==> src/rtl/conv_encoder_ctrl_pkg.sv <==
// Shared definitions for the convolutional-encoder frame sequencer.
// Holds frame/code geometry, code-rate encodings, the controller state
// type and the helper that shapes a captured coded frame.
package conv_encoder_ctrl_pkg;

  // Frame and code geometry
  localparam int FRAME_BITS   = 128;                 // message bits per encoder run
  localparam int CODED_BITS   = 384;                 // widest coded frame (rate 1/3)
  localparam int STATE_REGS   = 8;                   // encoder shift-register width
  localparam int K_LEN        = 9;                   // generator polynomial width
  localparam int N_POLY       = 3;                   // number of generator polynomials
  localparam int DONE_TIMEOUT = 4;                   // cycles after last bit to wait for done
  localparam int CNT_W        = $clog2(FRAME_BITS);  // bit counter width (7)
  localparam int TMO_W        = 3;                   // done-timeout counter width

  // Code-rate select encodings
  localparam logic CODE_RATE_2 = 1'b0;
  localparam logic CODE_RATE_3 = 1'b1;

  // One K_LEN-bit polynomial per code output
  typedef logic [N_POLY-1:0][K_LEN-1:0] gen_poly_t;

  // Controller sequencing states
  typedef enum logic [2:0] {
    IDLE      = 3'd0,
    CLEAR     = 3'd1,
    WARM      = 3'd2,
    RUN       = 3'd3,
    WAIT_DONE = 3'd4,
    OUT       = 3'd5
  } ctrl_state_e;

  // Shape the encoder output for capture: at rate 1/2 only the upper
  // 256 bits carry symbols, so the low 128 bits are forced to zero no
  // matter what the encoder left there.
  function automatic logic [CODED_BITS-1:0] coded_capture(
    input logic [CODED_BITS-1:0] enc_data,
    input logic                  code_rate
  );
    logic [CODED_BITS-1:0] shaped;
    shaped = enc_data;
    case (code_rate)
      CODE_RATE_2: shaped[FRAME_BITS-1:0] = {FRAME_BITS{1'b0}};
      CODE_RATE_3: shaped = enc_data;
      default:     shaped = {CODED_BITS{1'b0}};
    endcase
    return shaped;
  endfunction

endpackage

==> src/rtl/conv_encoder_ctrl_shifter.sv <==
// Message frame shift register for the sequencer.
// Loads a whole frame on accept and shifts left one bit per encoder
// cycle; the current MSB is the bit being presented to the encoder.
module conv_frame_shifter
  import conv_encoder_ctrl_pkg::*;
(
  input  logic                  clk,
  input  logic                  rst,
  input  logic                  load_i,
  input  logic                  shift_i,
  input  logic [FRAME_BITS-1:0] data_i,
  output logic                  msb_o
);

  logic [FRAME_BITS-1:0] frame_q;

  // Frame register: load has priority over shift, zero fill from the right
  always_ff @(posedge clk or posedge rst) begin
    if (rst) begin
      frame_q <= {FRAME_BITS{1'b0}};
    end else if (load_i) begin
      frame_q <= data_i;
    end else if (shift_i) begin
      frame_q <= {frame_q[FRAME_BITS-2:0], 1'b0};
    end
  end

  assign msb_o = frame_q[FRAME_BITS-1];

endmodule

==> src/rtl/conv_encoder_ctrl.sv <==
// Frame sequencer for conv_encoder.
// Accepts a message frame plus code configuration, clears and seeds the
// encoder, streams the frame MSB first, waits for the encoder's done and
// hands the coded frame downstream. The encoder's end state is tracked
// locally so a following frame can continue the same code stream.
module conv_encoder_ctrl
  import conv_encoder_ctrl_pkg::*;
(
  input  logic                  clk,
  input  logic                  rst,
  // upstream frame interface
  input  logic                  i_frm_valid,
  output logic                  o_frm_ready,
  input  logic [FRAME_BITS-1:0] i_frm_data,
  input  logic                  i_code_rate,
  input  gen_poly_t             i_gen_poly,
  input  logic                  i_chain,
  // encoder control
  output logic                  o_enc_rst_n,
  output logic                  o_enc_en,
  output logic                  o_enc_tx_data,
  output logic [STATE_REGS-1:0] o_enc_prv_state,
  output gen_poly_t             o_enc_gen_poly,
  output logic                  o_enc_code_rate,
  input  logic                  i_enc_done,
  input  logic [CODED_BITS-1:0] i_enc_data,
  // downstream coded-frame interface
  output logic                  o_out_valid,
  input  logic                  i_out_ready,
  output logic [CODED_BITS-1:0] o_out_data,
  output logic                  o_err_timeout
);

  localparam logic [CNT_W-1:0] BIT_LAST = CNT_W'(FRAME_BITS - 1);
  localparam logic [TMO_W-1:0] TMO_LAST = TMO_W'(DONE_TIMEOUT - 1);

  ctrl_state_e           state_q,     state_d;
  logic [CNT_W-1:0]      bit_cnt_q,   bit_cnt_d;
  logic [TMO_W-1:0]      tmo_cnt_q,   tmo_cnt_d;
  logic [STATE_REGS-1:0] chain_q,     chain_d;
  logic [STATE_REGS-1:0] prv_state_q, prv_state_d;
  gen_poly_t             poly_q,      poly_d;
  logic                  rate_q,      rate_d;
  logic [CODED_BITS-1:0] out_data_q,  out_data_d;
  logic                  err_q,       err_d;

  logic frame_load;
  logic frame_shift;
  logic frame_msb;

  conv_frame_shifter u_shifter (
    .clk     (clk),
    .rst     (rst),
    .load_i  (frame_load),
    .shift_i (frame_shift),
    .data_i  (i_frm_data),
    .msb_o   (frame_msb)
  );

  // Next-state logic and per-state encoder/handshake controls
  always_comb begin
    state_d       = state_q;
    bit_cnt_d     = bit_cnt_q;
    tmo_cnt_d     = tmo_cnt_q;
    chain_d       = chain_q;
    prv_state_d   = prv_state_q;
    poly_d        = poly_q;
    rate_d        = rate_q;
    out_data_d    = out_data_q;
    err_d         = err_q;
    frame_load    = 1'b0;
    frame_shift   = 1'b0;
    o_frm_ready   = 1'b0;
    o_enc_rst_n   = 1'b0;
    o_enc_en      = 1'b0;
    o_enc_tx_data = 1'b0;
    o_out_valid   = 1'b0;

    case (state_q)
      IDLE: begin
        o_frm_ready = 1'b1;
        if (i_frm_valid) begin
          // Everything the run needs is captured here; later input
          // changes cannot disturb the frame in flight.
          frame_load  = 1'b1;
          poly_d      = i_gen_poly;
          rate_d      = i_code_rate;
          prv_state_d = i_chain ? chain_q : {STATE_REGS{1'b0}};
          state_d     = CLEAR;
        end else begin
          state_d = IDLE;
        end
      end

      CLEAR: begin
        // Encoder held in reset for one cycle while it samples the seed
        bit_cnt_d = {CNT_W{1'b0}};
        state_d   = WARM;
      end

      WARM: begin
        // Primes the encoder's input slice with the first bit; no shift
        // so RUN cycle 0 presents the same bit again.
        o_enc_rst_n   = 1'b1;
        o_enc_en      = 1'b1;
        o_enc_tx_data = frame_msb;
        state_d       = RUN;
      end

      RUN: begin
        o_enc_rst_n   = 1'b1;
        o_enc_en      = 1'b1;
        o_enc_tx_data = frame_msb;
        frame_shift   = 1'b1;
        // Mirror of the encoder register: newest bit lands in the LSB
        chain_d       = {chain_q[STATE_REGS-2:0], frame_msb};
        if (bit_cnt_q == BIT_LAST) begin
          tmo_cnt_d = {TMO_W{1'b0}};
          state_d   = WAIT_DONE;
        end else begin
          bit_cnt_d = bit_cnt_q + 1'b1;
        end
      end

      WAIT_DONE: begin
        o_enc_rst_n = 1'b1;
        o_enc_en    = 1'b1;
        if (i_enc_done) begin
          out_data_d = coded_capture(i_enc_data, rate_q);
          state_d    = OUT;
        end else if (tmo_cnt_q >= TMO_LAST) begin
          // Encoder never finished: flag it and abandon the frame. The
          // tracked end state is no longer trustworthy, so forget it.
          err_d   = 1'b1;
          chain_d = {STATE_REGS{1'b0}};
          state_d = IDLE;
        end else begin
          tmo_cnt_d = tmo_cnt_q + 1'b1;
        end
      end

      OUT: begin
        o_out_valid = 1'b1;
        if (i_out_ready) begin
          state_d = IDLE;
        end else begin
          state_d = OUT;
        end
      end

      default: begin
        state_d = IDLE;
      end
    endcase
  end

  // State and datapath registers
  always_ff @(posedge clk or posedge rst) begin
    if (rst) begin
      state_q     <= IDLE;
      bit_cnt_q   <= {CNT_W{1'b0}};
      tmo_cnt_q   <= {TMO_W{1'b0}};
      chain_q     <= {STATE_REGS{1'b0}};
      prv_state_q <= {STATE_REGS{1'b0}};
      poly_q      <= '0;
      rate_q      <= 1'b0;
      out_data_q  <= {CODED_BITS{1'b0}};
      err_q       <= 1'b0;
    end else begin
      state_q     <= state_d;
      bit_cnt_q   <= bit_cnt_d;
      tmo_cnt_q   <= tmo_cnt_d;
      chain_q     <= chain_d;
      prv_state_q <= prv_state_d;
      poly_q      <= poly_d;
      rate_q      <= rate_d;
      out_data_q  <= out_data_d;
      err_q       <= err_d;
    end
  end

  assign o_enc_prv_state = prv_state_q;
  assign o_enc_gen_poly  = poly_q;
  assign o_enc_code_rate = rate_q;
  assign o_out_data      = out_data_q;
  assign o_err_timeout   = err_q;

endmodule

==> config.mk <==
export PLATFORM = sky130hd
export DESIGN_NAME = conv_encoder_ctrl
export DESIGN_NICKNAME = d
export VERILOG_FILES = /design/src/rtl/conv_encoder_ctrl_pkg.sv /design/src/rtl/conv_encoder_ctrl_shifter.sv /design/src/rtl/conv_encoder_ctrl.sv
export SDC_FILE = /design/constraint.sdc
export NUM_CORES = 1
export LEC_CHECK = 0
export ABC_CLOCK_PERIOD_IN_PS = 25300
export BUFFER_PORTS_ARGS = -buffer_cell sky130_fd_sc_hd__buf_4
export CORE_AREA = 2 2 375 377
export DETAILED_ROUTE_END_ITERATION = 10
export DIE_AREA = 0 0 377 379
export PLACE_DENSITY_LB_ADDON = 0.25
export REMOVE_ABC_BUFFERS = 1
export SLEW_MARGIN = 10
export SYNTH_ARGS = -nofsm -noshare
export SYNTH_HDL_FRONTEND = slang
export SYNTH_SLANG_ARGS = --single-unit
==> constraint.sdc <==
create_clock -name clk -period 25.3 [get_ports clk]
set_clock_uncertainty 0.1 [all_clocks]
set_input_delay 5.06 -clock clk [delete_from_list [all_inputs] [get_ports clk]]
set_output_delay 5.06 -clock clk [all_outputs]
set_load 0.1 [all_outputs]
==> reports/qor.txt <==
STATUS
--------------------------------------------------------------------------------------------------------
Run status                                                                                  complete, no violations

SYNTH
--------------------------------------------------------------------------------------------------------
Synthesized netlist cell count                                                                      2069
Count of cell types in the netlist                                                                    41
Yosys top cell area share                                                                          0.628
Top FF cell, synth                                                                               dfrtp_1
Cell with the most instances after synthesis                                                     nand2_1
Post-Synthesis Mean Instance Area                                                             11.0 sq um
Fraction of registers with async set or reset after synthesis                                       1.00
Number of synthesized register bits                                                                  570
Commonest cells post-synth                                                                  633 x nand2_1, 570 x dfrtp_1, 218 x mux2_2
Fraction of the yosys area taken by sequential cells                                               0.628
Count of flip-flops with a built-in enable after synthesis                                             0
Cell taking the most area after synthesis                                                        dfrtp_1
Synthesized area                                                                             22700 sq um
Ranking of synthesized cells by area                                                        dfrtp_1 63%, mux2_2 11%, nand2_1 10%
Count of synthesis-stage warnings from yosys                                                           0

FLOORPLANNING
--------------------------------------------------------------------------------------------------------
Chip height                                                                                       379 um
Top Ports                                                                                            972
Row count                                                                                            137
Total Die Area                                                                              143000 sq um
Core region area                                                                            139000 sq um
Die Wd                                                                                            377 um
Initial standard-cell utilization of the core                                                      0.164

TIMING
--------------------------------------------------------------------------------------------------------
Worst Max-Slew Pin Slew                                                                          1.15 ns
Total count of max-transition violations in the final report                                           0
Final Critical Period                                                                            8.16 ns
Finish-stage setup viols                                                                               0
Worst max-slew margin expressed relative to the limit                                              0.236
Post-Route Hold Slack                                                                           0.368 ns
Final hold violation count                                                                             0
Total Negative Setup Slacks                                                                         0 ns
Max frequency                                                                                  0.123 GHz
Final Cycle Share                                                                                  0.323
Setup repair after global routing missed its margin                                                false

FINISH
--------------------------------------------------------------------------------------------------------
Area occupied by registers                                                                   14300 sq um
Cell Count, Final, Fillers Out                                                                      4860
Net count, final                                                                                    3541
P&R area growth vs syn                                                                             51.1%
Final Core Density                                                                                 0.247
Fraction of final layout cells sized beyond drive strength 1                                       0.440
Post-route cell area                                                                         34300 sq um
Multi-input gate area                                                                         7710 sq um
Fill cell instance count of the final layout                                                       15.0k

ROUTE
--------------------------------------------------------------------------------------------------------
Number of routed nets with antenna violations                                                          0
Drt pass-1 iters                                                                                       5
Via density per instance                                                                            3.86
Average wire length per cell after detail routing                                                20.5 um
Count of vias placed by the detailed router                                                        18.7k
WL final                                                                                         99.8 mm
Number of design rule violations left after detail routing                                             0
Number of design-rule violations left by the first detailed-router iteration                         981

CTS
--------------------------------------------------------------------------------------------------------
Clock tree buffer depth                                                                                3
CTS root buf                                                                                   clkbuf_16
Deepest level of the CTS H-tree                                                                        3
Worst-skew pair later-pin latency                                                                0.66 ns
Post-cts hold buffer count                                                                             0
Cts bufs inserted                                                                                     75
Post-CTS clock slew at the launch and capture registers of the worst setup and hold paths        0.06 ns
Post-cts repair resize count                                                                           0
Post-CTS Setup Repair Bufs                                                                             0
CTS tree                                                                                            done
CTS Sinks                                                                                            570

PWR
--------------------------------------------------------------------------------------------------------
Worst-case vdd ir drop                                                                         0.0536 mV
Share of power burned in the clock network                                                         0.383
Switch Pwr                                                                                      0.995 mW
Pwr Density                                                                                 83.4 nW/um^2
Leak                                                                                             17.3 nW
Switch share                                                                                       0.348
Share of power burned in registers                                                                 0.387
Internal power component                                                                         1.87 mW
Proportion of power drawn by combinational gates                                                   0.230

PLACEMENT
--------------------------------------------------------------------------------------------------------
Dpl cells                                                                                           4722
Number of buffer cells added on primary ports                                                        971
Cell Area, Placed                                                                            31700 sq um
Final RePlAce weighted congestion                                                                  0.773
Detailed placement HPWL                                                                          76.6 mm

CRITICAL PATH
--------------------------------------------------------------------------------------------------------
Critical Setup Path Class                                                                         in2reg
FF-to-FF path depth                                                                                    5
Required time of the critical path                                                              25.74 ns
Maximum fanout count along the critical path                                                          81
Startpoint Class                                                                            primary input
Type of destination of the critical path                                                        register
Arrival time reported for the critical path endpoint                                             8.60 ns

JOB
--------------------------------------------------------------------------------------------------------
Max-Cap Viols                                                                                          0

GRT
--------------------------------------------------------------------------------------------------------
Number of antenna violations at the first check in global routing                                     34
Combined global-route utilization of all metal layers                                              0.133
Sum of overflow across all layers after global routing                                                 0
Maximum number of pins on one net before global-route repair                                         187
First-pass GRT wire length                                                                        138 mm
Number of global-route vias before repair                                                          18.9k

WORST HOLD PATH
--------------------------------------------------------------------------------------------------------
Min-Delay Path Class                                                                             reg2reg
WHS Path Cells                                                                                         2

## registers in the layout, summed over array words and instances (netlist names)
| signal | count |
|---|---|
| o_out_data | 384 |
| u_shifter.frame_q | 128 |
| o_enc_gen_poly | 27 |
| chain_q | 8 |
| o_enc_prv_state | 8 |
| bit_cnt_q | 7 |
| state_q | 3 |
| tmo_cnt_q | 3 |
| o_enc_code_rate | 1 |
| o_err_timeout | 1 |
## critical path: stages
cell and delay, ns:
buf_4 0.12, nand4bb_4 0.53, buf_4 0.77, buf_4 0.78, buf_4 0.72, mux2_2 0.41
## area by class of cell
cell class,instances,area share
Antenna cell,3,0.000219
Inverter,5,0.000766
Multi-Input combinational cell,1348,0.225
Timing Repair Buffer,992,0.218
Sequential cell,570,0.416
Tap cell,1807,0.0659
Clock inverter,31,0.0117
Clock buffer,104,0.0628
## metal layers
metal,track usage,vias to the layer above,share of wire
met2,0.213,632,0.47
met3,0.0619,155,0.10
met1,0.158,9132,0.40
li1,-,8779,-
met5,0,-,0.0028
met4,0.0384,46,0.023
## path summary, 6_finish.rpt
| check | from | slack (ns) | endpoint |
|---|---|---|---|
| max | i_enc_done | 17.14 | o_out_data[302] |
| min | o_enc_prv_state[7] | 0.37 | o_enc_prv_state[7] |
| max reg2reg | state_q[1] | 20.80 | o_out_data[302] |
| min reg2reg | o_enc_prv_state[7] | 0.37 | o_enc_prv_state[7] |
| max in group asynchronous | rst | 17.68 | o_out_data[176] |
| min in group asynchronous | rst | 4.43 | o_out_data[191] |
## power groups by stage
| stage | clock [mW] | sequential [mW] | combinational, mW |
|---|---|---|---|
| global route | 1.18 | 1.12 | 0.704 |
| global placement | 0 | 1.12 | 0.663 |
| finish | 1.10 | 1.11 | 0.658 |
| floorplan | 0 | 1.38 | 0.192 |
| CTS | 1.14 | 1.11 | 0.668 |
| detailed placement | 0 | 1.12 | 0.669 |
## layout by cell type, fill, tap and decap left out, drive strengths merged, types with 14 or more instances in the layout
| cell | instances |
|---|---|
| buf | 992 |
| nand2 | 633 |
| dfrtp | 570 |
| mux2 | 256 |
| o21ai | 138 |
| nor2 | 129 |
| a31oi | 125 |
| clkbuf | 104 |
| clkinv | 22 |
| nand3 | 14 |
## metrics by stage
step	setup slack [ns]	total power, mW
after floorplan	3.98	1.57
after global placement	16.36	1.79
after detailed placement	16.40	1.79
after CTS	17.16	2.92
after global routing	16.91	3.01
final	17.14	2.86
## cells by family (layout without fill, tap and decap cells)
family / count (synthesis) / after routing / synth area share
simple gates: 804 / 804 / 0.138
flops: 570 / 570 / 0.628
compound gates: 285 / 285 / 0.0721
mux: 256 / 256 / 0.127
buf+inv: 151 / 1132 / 0.0335
fa+ha+maj: 3 / 3 / 0.00165
other cells: 0 / 3 / 0
No activity file was read; power rests on OpenSTA's default activity.
